[src/rtl/mc_control_unit_pkg.sv]
// Shared definitions for the multi-cycle control unit: opcodes, ALU codes,
// FSM states, instruction classes and per-class datapath controls.
package mc_pkg;

    localparam logic [6:0] OP_R    = 7'b0110011;
    localparam logic [6:0] OP_I    = 7'b0010011;
    localparam logic [6:0] OP_LW   = 7'b0000011;
    localparam logic [6:0] OP_SW   = 7'b0100011;
    localparam logic [6:0] OP_B    = 7'b1100011;
    localparam logic [6:0] OP_JAL  = 7'b1101111;
    localparam logic [6:0] OP_JALR = 7'b1100111;
    localparam logic [6:0] OP_HALT = 7'b1111111;

    localparam logic [2:0] ALU_ADD = 3'd0;
    localparam logic [2:0] ALU_SUB = 3'd1;
    localparam logic [2:0] ALU_MUL = 3'd2;
    localparam logic [2:0] ALU_AND = 3'd3;
    localparam logic [2:0] ALU_OR  = 3'd4;
    localparam logic [2:0] ALU_SLL = 3'd5;

    typedef enum logic [2:0] {
        ST_FETCH  = 3'd0,
        ST_DECODE = 3'd1,
        ST_EXEC   = 3'd2,
        ST_MEM    = 3'd3,
        ST_WB     = 3'd4,
        ST_HALT   = 3'd5,
        ST_TRAP   = 3'd6
    } state_t;

    typedef enum logic [3:0] {
        CL_NONE = 4'd0,
        CL_R    = 4'd1,
        CL_I    = 4'd2,
        CL_LW   = 4'd3,
        CL_SW   = 4'd4,
        CL_B    = 4'd5,
        CL_JAL  = 4'd6,
        CL_JALR = 4'd7,
        CL_HALT = 4'd8,
        CL_MUL  = 4'd9
    } iclass_t;

    typedef struct packed {
        logic mem_to_reg;
        logic alu_src;
        logic pc_to_reg;
        logic alu_to_pc;
    } dp_ctrl_t;

    // Datapath steering that depends only on the instruction class
    function automatic dp_ctrl_t class_ctrl(input iclass_t c);
        dp_ctrl_t d;
        d = '0;
        case (c)
            CL_I:    d.alu_src = 1'b1;
            CL_LW:   begin d.mem_to_reg = 1'b1; d.alu_src = 1'b1; end
            CL_SW:   d.alu_src = 1'b1;
            CL_JAL:  begin d.alu_src = 1'b1; d.pc_to_reg = 1'b1; end
            CL_JALR: begin d.alu_src = 1'b1; d.pc_to_reg = 1'b1; d.alu_to_pc = 1'b1; end
            default: d = '0;
        endcase
        return d;
    endfunction

endpackage

[src/rtl/mc_control_unit_if.sv]
// Request/ready handshake bundle between the control unit (master) and the
// instruction and data memories (slave).
interface mc_control_unit_if;
    logic imem_req;
    logic imem_ready;
    logic dmem_req;
    logic dmem_ready;

    modport master (output imem_req, dmem_req, input imem_ready, dmem_ready);
    modport slave  (input imem_req, dmem_req, output imem_ready, dmem_ready);
endinterface

[src/rtl/mc_control_unit_decoder.sv]
// Combinational instruction classifier. Optional MUL_EN macro adds the
// R-type multiply encoding (func7=0000001, func3=000).
module mc_decoder
    import mc_pkg::*;
(
    input  logic [6:0] opcode,
    input  logic [2:0] func3,
    input  logic [6:0] func7,
    output iclass_t    iclass,
    output logic [2:0] alu_op,
    output logic       valid
);

    always_comb begin
        iclass = CL_NONE;
        alu_op = ALU_ADD;
        valid  = 1'b0;
        case (opcode)
            OP_R: begin
                iclass = CL_R;
                valid  = 1'b1;
                case ({func7, func3})
                    {7'b0000000, 3'b000}: alu_op = ALU_ADD;
                    {7'b0100000, 3'b000}: alu_op = ALU_SUB;
                    {7'b0000000, 3'b111}: alu_op = ALU_AND;
                    {7'b0000000, 3'b110}: alu_op = ALU_OR;
                    {7'b0000000, 3'b001}: alu_op = ALU_SLL;
`ifdef MUL_EN
                    {7'b0000001, 3'b000}: begin
                        iclass = CL_MUL;
                        alu_op = ALU_MUL;
                    end
`endif
                    default: begin
                        iclass = CL_NONE;
                        valid  = 1'b0;
                    end
                endcase
            end
            OP_I: begin
                iclass = CL_I;
                valid  = 1'b1;
                case (func3)
                    3'b000: alu_op = ALU_ADD;
                    3'b111: alu_op = ALU_AND;
                    3'b110: alu_op = ALU_OR;
                    // shift-immediate keeps func7 as a real opcode extension
                    3'b001: begin
                        alu_op = ALU_SLL;
                        valid  = (func7 == 7'b0000000);
                    end
                    default: valid = 1'b0;
                endcase
                if (!valid) iclass = CL_NONE;
            end
            OP_LW: begin
                valid  = (func3 == 3'b010);
                iclass = valid ? CL_LW : CL_NONE;
            end
            OP_SW: begin
                valid  = (func3 == 3'b010);
                iclass = valid ? CL_SW : CL_NONE;
            end
            OP_B: begin
                valid  = (func3 == 3'b000);
                iclass = valid ? CL_B : CL_NONE;
                alu_op = ALU_SUB;
            end
            OP_JAL: begin
                valid  = 1'b1;
                iclass = CL_JAL;
            end
            OP_JALR: begin
                valid  = (func3 == 3'b000);
                iclass = valid ? CL_JALR : CL_NONE;
            end
            OP_HALT: begin
                valid  = 1'b1;
                iclass = CL_HALT;
            end
            default: ;
        endcase
    end

endmodule

[src/rtl/mc_control_unit.sv]
// Multi-cycle control FSM: FETCH/DECODE/EXEC/MEM/WB with bounded memory waits
// and absorbing HALT/TRAP states. Optional MUL_EN macro enables multiply.
module mc_control_unit
    import mc_pkg::*;
#(
    parameter int ALUOP_W      = 3,
    parameter int MEM_WAIT_MAX = 15
) (
    input  logic                clk,
    input  logic                rst,
    input  logic [31:0]         instr,
    input  logic                mul_done,
    mc_control_unit_if.master   bus,
    output logic                ir_we,
    output logic                pc_we,
    output logic                BR,
    output logic                memToReg,
    output logic                memWrite,
    output logic                ALUSrc,
    output logic                regWrite,
    output logic                PCToReg,
    output logic                aluToPC,
    output logic [ALUOP_W-1:0]  ALUOp,
    output logic                mul_start,
    output logic                halt,
    output logic                illegal,
    output logic                bus_err,
    output logic [2:0]          state
);

    state_t     state_q, state_d;
    logic       run_q;
    logic [7:0] wait_q;
    iclass_t    cls_q;
    logic [2:0] alu_q;
    dp_ctrl_t   ctrl_q;
    logic       halt_q, illegal_q, bus_err_q;

    iclass_t    dec_cls;
    logic [2:0] dec_alu;
    logic       dec_valid;
    logic       imem_req, dmem_req;
    logic       timeout, dec_fail, wait_last;

    mc_decoder u_dec (
        .opcode (instr[6:0]),
        .func3  (instr[14:12]),
        .func7  (instr[31:25]),
        .iclass (dec_cls),
        .alu_op (dec_alu),
        .valid  (dec_valid)
    );

    logic unused_instr_bits;
    assign unused_instr_bits = ^{instr[24:15], instr[11:7]};
`ifndef MUL_EN
    logic unused_mul_done;
    assign unused_mul_done = mul_done;
`endif

    assign wait_last = (wait_q == 8'(MEM_WAIT_MAX - 1));

    // run_q keeps FETCH quiet until the first edge after reset release
    always_comb begin
        state_d   = state_q;
        imem_req  = 1'b0;
        ir_we     = 1'b0;
        dmem_req  = 1'b0;
        memWrite  = 1'b0;
        pc_we     = 1'b0;
        regWrite  = 1'b0;
        BR        = 1'b0;
        mul_start = 1'b0;
        timeout   = 1'b0;
        dec_fail  = 1'b0;
        case (state_q)
            ST_FETCH: if (run_q) begin
                imem_req = 1'b1;
                if (bus.imem_ready) begin
                    ir_we   = 1'b1;
                    state_d = ST_DECODE;
                end else if (wait_last) begin
                    timeout = 1'b1;
                    state_d = ST_TRAP;
                end
            end
            ST_DECODE: begin
                if (!dec_valid) begin
                    dec_fail = 1'b1;
                    state_d  = ST_TRAP;
                end else if (dec_cls == CL_HALT) begin
                    state_d = ST_HALT;
                end else begin
                    state_d = ST_EXEC;
                end
            end
            ST_EXEC: begin
                case (cls_q)
                    CL_LW, CL_SW: state_d = ST_MEM;
                    CL_B: begin
                        BR      = 1'b1;
                        pc_we   = 1'b1;
                        state_d = ST_FETCH;
                    end
`ifdef MUL_EN
                    CL_MUL: begin
                        mul_start = (wait_q == 8'd0);
                        if (mul_done) begin
                            state_d = ST_WB;
                        end else if (wait_last) begin
                            timeout = 1'b1;
                            state_d = ST_TRAP;
                        end
                    end
`endif
                    default: state_d = ST_WB;
                endcase
            end
            ST_MEM: begin
                dmem_req = 1'b1;
                memWrite = (cls_q == CL_SW);
                if (bus.dmem_ready) begin
                    if (cls_q == CL_SW) begin
                        pc_we   = 1'b1;
                        state_d = ST_FETCH;
                    end else begin
                        state_d = ST_WB;
                    end
                end else if (wait_last) begin
                    timeout = 1'b1;
                    state_d = ST_TRAP;
                end
            end
            ST_WB: begin
                regWrite = 1'b1;
                pc_we    = 1'b1;
                state_d  = ST_FETCH;
            end
            default: ;
        endcase
    end

    always_ff @(posedge clk or posedge rst) begin
        if (rst) begin
            state_q   <= ST_FETCH;
            run_q     <= 1'b0;
            wait_q    <= 8'd0;
            cls_q     <= CL_NONE;
            alu_q     <= ALU_ADD;
            ctrl_q    <= '0;
            halt_q    <= 1'b0;
            illegal_q <= 1'b0;
            bus_err_q <= 1'b0;
        end else begin
            run_q   <= 1'b1;
            state_q <= state_d;
            if (state_d != state_q)
                wait_q <= 8'd0;
            else if (run_q && (state_q inside {ST_FETCH, ST_EXEC, ST_MEM}))
                wait_q <= wait_q + 8'd1;
            // controls latched once per instruction and held until the next decode
            if (state_q == ST_DECODE) begin
                if (dec_valid && dec_cls != CL_HALT) begin
                    cls_q  <= dec_cls;
                    alu_q  <= dec_alu;
                    ctrl_q <= class_ctrl(dec_cls);
                end else begin
                    cls_q  <= CL_NONE;
                    alu_q  <= ALU_ADD;
                    ctrl_q <= '0;
                end
            end
            halt_q    <= halt_q | (state_d == ST_HALT);
            illegal_q <= illegal_q | dec_fail;
            bus_err_q <= bus_err_q | timeout;
        end
    end

    assign bus.imem_req = imem_req;
    assign bus.dmem_req = dmem_req;
    assign memToReg     = ctrl_q.mem_to_reg;
    assign ALUSrc       = ctrl_q.alu_src;
    assign PCToReg      = ctrl_q.pc_to_reg;
    assign aluToPC      = ctrl_q.alu_to_pc;
    assign ALUOp        = ALUOP_W'(alu_q);
    assign halt         = halt_q;
    assign illegal      = illegal_q;
    assign bus_err      = bus_err_q;
    assign state        = state_q;

endmodule

[src/flat_wrapper.sv]
// flat-port wrapper written by rule: the top's interface ports become plain ports
module mc_control_unit_flat import mc_pkg::*;
#(
    parameter int ALUOP_W      = 3,
    parameter int MEM_WAIT_MAX = 15
)
  (clk, rst, instr, mul_done, ir_we, pc_we, BR, memToReg, memWrite, ALUSrc, regWrite, PCToReg, aluToPC, ALUOp, mul_start, halt, illegal, bus_err, state, bus_imem_req, bus_dmem_req, bus_imem_ready, bus_dmem_ready);
  mc_control_unit_if bus_i ();
  input  logic clk;
  input  logic rst;
  input  logic [31:0] instr;
  input  logic mul_done;
  output logic ir_we;
  output logic pc_we;
  output logic BR;
  output logic memToReg;
  output logic memWrite;
  output logic ALUSrc;
  output logic regWrite;
  output logic PCToReg;
  output logic aluToPC;
  output logic [ALUOP_W-1:0] ALUOp;
  output logic mul_start;
  output logic halt;
  output logic illegal;
  output logic bus_err;
  output logic [2:0] state;
  output wire logic [$bits(bus_i.imem_req)-1:0] bus_imem_req;
  output wire logic [$bits(bus_i.dmem_req)-1:0] bus_dmem_req;
  input wire logic [$bits(bus_i.imem_ready)-1:0] bus_imem_ready;
  input wire logic [$bits(bus_i.dmem_ready)-1:0] bus_dmem_ready;
  assign bus_imem_req = bus_i.imem_req;
  assign bus_dmem_req = bus_i.dmem_req;
  assign bus_i.imem_ready = bus_imem_ready;
  assign bus_i.dmem_ready = bus_dmem_ready;
  mc_control_unit #(.ALUOP_W(ALUOP_W), .MEM_WAIT_MAX(MEM_WAIT_MAX)) u_core (.clk(clk), .rst(rst), .instr(instr), .mul_done(mul_done), .bus(bus_i), .ir_we(ir_we), .pc_we(pc_we), .BR(BR), .memToReg(memToReg), .memWrite(memWrite), .ALUSrc(ALUSrc), .regWrite(regWrite), .PCToReg(PCToReg), .aluToPC(aluToPC), .ALUOp(ALUOp), .mul_start(mul_start), .halt(halt), .illegal(illegal), .bus_err(bus_err), .state(state));
endmodule
[config.mk]
export PLATFORM = sky130hd
export DESIGN_NAME = mc_control_unit_flat
export DESIGN_NICKNAME = d
export VERILOG_FILES = /design/src/rtl/mc_control_unit_pkg.sv /design/src/rtl/mc_control_unit_if.sv /design/src/rtl/mc_control_unit_decoder.sv /design/src/rtl/mc_control_unit.sv /design/src/flat_wrapper.sv
export SDC_FILE = /design/constraint.sdc
export NUM_CORES = 1
export LEC_CHECK = 0
export ABC_AREA = 1
export ABC_CLOCK_PERIOD_IN_PS = 1900
export CAP_MARGIN = 20
export CORE_MARGIN = 1
export CORE_UTILIZATION = 45
export CTS_CLUSTER_DIAMETER = 30
export DETAILED_ROUTE_END_ITERATION = 12
export PLACE_DENSITY_LB_ADDON = 0.05
export SLEW_MARGIN = 20
export SYNTH_ARGS = -nofsm -noshare
export SYNTH_HDL_FRONTEND = slang
export SYNTH_SLANG_ARGS = --single-unit
[constraint.sdc]
create_clock -name clk -period 1.9 [get_ports clk]
set_input_delay 0.38 -clock clk [delete_from_list [all_inputs] [get_ports clk]]
set_output_delay 0.38 -clock clk [all_outputs]
set_load 0.05 [all_outputs]
==> summary.txt <==
Synthesis
  • Top FF cell, synth: dfrtp_1
  • Most common cell in the netlist: nand2_1
  • Seq/Total Area, Yosys: 38.3%
  • Async S/R FF share, synth: 100%
  • EDFF count, synth: 0
  • Mapped cell area: between 0.0015 and 0.002 sq mm
  • Mapped Nets: 283
  • Share of the synthesized area in the top cell type: 38.3%
  • Synth area leaders: dfrtp_1 38%, nand2_1 13%, nor2_1 9.1%
  • Synthesized instance count: 244
  • Yosys warning count: 0
  • Distinct cells, synth: 27
  • Synth Register Bits: 26
  • Commonest cells post-synth: 58 x nand2_1, 41 x nor2_1, 34 x inv_1, 26 x dfrtp_1, 20 x nand3_1
  • Mapped Avg Cell Area: 6.97 sq um
  • Area leader, netlist: dfrtp_1

Setup path
  • Critical Path Fanout Max: 8
  • Worst EP required: 2.11 ns
  • R2r setup slk: 0.008 ns
  • RR Endpoint: u_core.wait_q[6]
  • Reg2reg start: u_core.state[1]
  • Arrival @ worst endpoint: 2.11 ns
  • Critical Path Sink Type: register
  • Startpoint Class: register
  • Crit Path Class: reg -> reg
  • R2R depth: 12

Timing
  • Worst-margin pin slew: 0.500 ns
  • Slew headroom: 66.5%
  • Crit path time final: 1.89 ns
  • Final Max Slew Viols: 0
  • RSZ-0062 raised after global routing: true
  • Final period util: 99.6%
  • Final setup vio count: 0
  • Final hold violations: 0
  • Setup TNS Final: 0 ns
  • Skew final: around 0.007 ns
  • Peak Freq: 529 MHz

Flow run
  • Max cap viols: 0

GRT
  • GRT overflow: 0
  • Grt met1 use: 28.4%
  • Total GRT Usage: 22.2%
  • First-pass GRT wire length: approximately 7000 microns
  • M3 GR Usage: 3.80%
  • Largest net degree at the start of global routing: 27
  • Vias in the first global route: 1736
  • Met2 Track Usage GR: around 38%
  • Initial antenna violation count: 0
  • GR peak layer: met2

Power and ir drop
  • Sequential Power Share: 24.4%
  • Share of total power in the clock network: 15.6%
  • P_int: about 1.6 mW
  • Pleak: 1.50 nW
  • Switching power share of the total: a little under half
  • Pwr dens: 1010 mW/mm^2
  • NetSw: 1.32 mW
  • Gate power share: 60.1%
  • Peak supply drop: 1.11 mV

Final layout
  • Post-route insts no fill: 380
  • Fin nets: 374
  • N_diodes: 0
  • Share of cells above drive strength 1: 42.5%
  • Filler cells: 220
  • Layout area overhead: 70.1%

Clock tree
  • Longest Clk Path Bufs: 2
  • CTS Hold Bufs: 0
  • Number of H-tree levels: 1
  • CTS tree: yes
  • # clock sinks: 26
  • Inserted Clock Buffers: 3
  • Clock Tree Root: clkbuf_8
  • Clk pin slew, worst setup/hold paths: 0.09 ns
  • Clock Latency Late Sink: around 0.27 ns

Drt
  • Via count: 1927
  • Router iterations before antenna repair: 5
  • Final WL: 4970 microns
  • DRT antenna net count: 0
  • Initial DRC count: approximately 130
  • Average wire per standard cell: 13.1 microns
  • DRC violations left: 0
  • Vias per cell: 5.07

Floorplan
  • Die width: 63.5 microns
  • # IOs: 58
  • Core Area: 0.00347 sq mm
  • Die ar.: 0.00403 sq mm
  • Die height: 63.5 microns
  • Row Count: 21
  • Initial core utilization: 49.0%

Status
  • Status: complete, no violations

Placement
  • GP Congestion: 0.883
  • Port Buffer Count: 40
  • Placed cells: 355
  • Post-DP HPWL: roughly 3000 microns

Worst hold path
  • Worst Hold Class: in -> async
==> power by group through the flow <==
stage | registers (mW) | logic (mW) | clock network [mW]
finish | 0.710 | 1.75 | 0.454
global route | 0.718 | 1.88 | 0.482
CTS | 0.708 | 1.44 | 0.462
detailed placement | 0.716 | 1.39 | 0
global placement | 0.715 | 1.38 | 0
floorplan | 0.863 | 0.733 | 0
==> layout by cell type, fill, tap and decap left out, types with 2 or more instances in the layout <==
master           synthesis  layout
buf_12                   0       7
nor2_1                  41      21
nor2_2                   1      17
nand2_1                 58      42
inv_1                   34      27
nand2_2                  2      16
nor3_1                   6       2
dfrtp_2                  0       4
o21ai_0                 12       9
clkdlybuf4s50_1          0       9
nand2_4                  0       2
nand3_2                  3       7
nand3_4                  1       2
buf_4                    1      53
o31ai_1                  4       4
dlygate4sd2_1            0       6
nand3b_1                 2       2
dlymetal6s2s_1           0      11
xor2_1                   7       7
nand3_1                 20      15
nor3_2                   1       4
inv_2                    2       7
clkbuf_8                 0       3
nor2_4                   3       7
nand4_1                  5       5
conb_1                   2       2
a21oi_2                  0       3
o21bai_1                 2       2
dfrtp_1                 26      22
buf_6                    0       2
==> worst max-delay path by stage <==
stage,slack [ns],from,depth (start not counted),end
5_1_grt,-0.09,u_core.state[1],12,u_core.wait_q[6]
3_3_place_gp,-0.32,instr[13],13,u_core.wait_q[1]
6_report,0.008,u_core.state[1],12,u_core.wait_q[6]
4_1_cts,-0.04,u_core.cls_q[2],7,pc_we
3_5_place_dp,-0.36,instr[12],14,u_core.wait_q[3]
2_1_floorplan,-0.23,u_core.state[1],4,pc_we
==> cell type report <==
type / count / area [sq um] / share of cell area, %
well taps: 46 / 57.6 / 1.99
repair buffers: 88 / 841 / 29.1
flip-flops and latches: 26 / 656 / 22.7
clock inverters: 1 / 30.0 / 1.04
inverters: 36 / 141 / 4.89
multi-input cells: 180 / 1130 / 38.9
clock buffers: 3 / 41.3 / 1.43
==> metal layers <==
metal	up-vias	routed length (microns)
met5	-	0
met4	0	80
met3	10	154
met2	40	2570
met1	927	2170
li1	950	-
==> per-stage QoR <==
step / hold WS, ns / setup WS, ns / power (mW) / area [sq um] / util [%]
final: 0.468 / 0.00820 / 2.92 / 2890 / 83.4
after global routing: 0.499 / -0.0923 / 3.08 / 2890 / 83.4
after CTS: 0.484 / -0.0414 / 2.61 / 2570 / 74.2
after detailed placement: 0.462 / -0.359 / 2.10 / 2430 / 70.1
after global placement: 0.460 / -0.316 / 2.09 / 2430 / 70.1
after floorplan: 0.420 / -0.226 / 1.60 / 1730 / -
==> timing repair <==
item                                    4_1_cts  5_1_grt
buffers inserted                              5       16
resized for setup                            24       63
pin swaps                                     9       35
endpoints found under the setup margin       10       16
==> cells by family after synthesis <==
family / after synthesis / share of synthesized area [%]
AO/OA/AOI/OAI: 25 / 8.54
buffers and inverters: 38 / 8.61
other: 2 / 0.442
adder cells (fa/ha/maj): 2 / 1.47
flip-flops: 26 / 38.3
XOR/XNOR: 7 / 3.61
AND/OR/NAND/NOR: 144 / 39.1
==> critical path, cell delays in order, from the launching register on <==
cell and delay [ns]:
dfrtp_2 0.43, inv_1 0.10, nand2_2 0.12, inv_1 0.08
nand3b_1 0.10, nor2_2 0.05, nor2_2 0.20, nand2_2 0.10
a31oi_4 0.18, nand2_4 0.10, nand2_4 0.07, nand3_4 0.16
nor2_2 0.14
==> registers in the layout (all words and copies together) (netlist names) <==
signal and flops:
u_core.state 3, u_core.illegal 1, u_core.aluToPC 1, u_core.ALUSrc 1, u_core.wait_q 8, u_core.run_q 1, u_core.cls_q 4, u_core.ALUOp 3
u_core.PCToReg 1, u_core.halt 1, u_core.bus_err 1, u_core.memToReg 1
No activity file was read; power rests on OpenSTA's default activity.
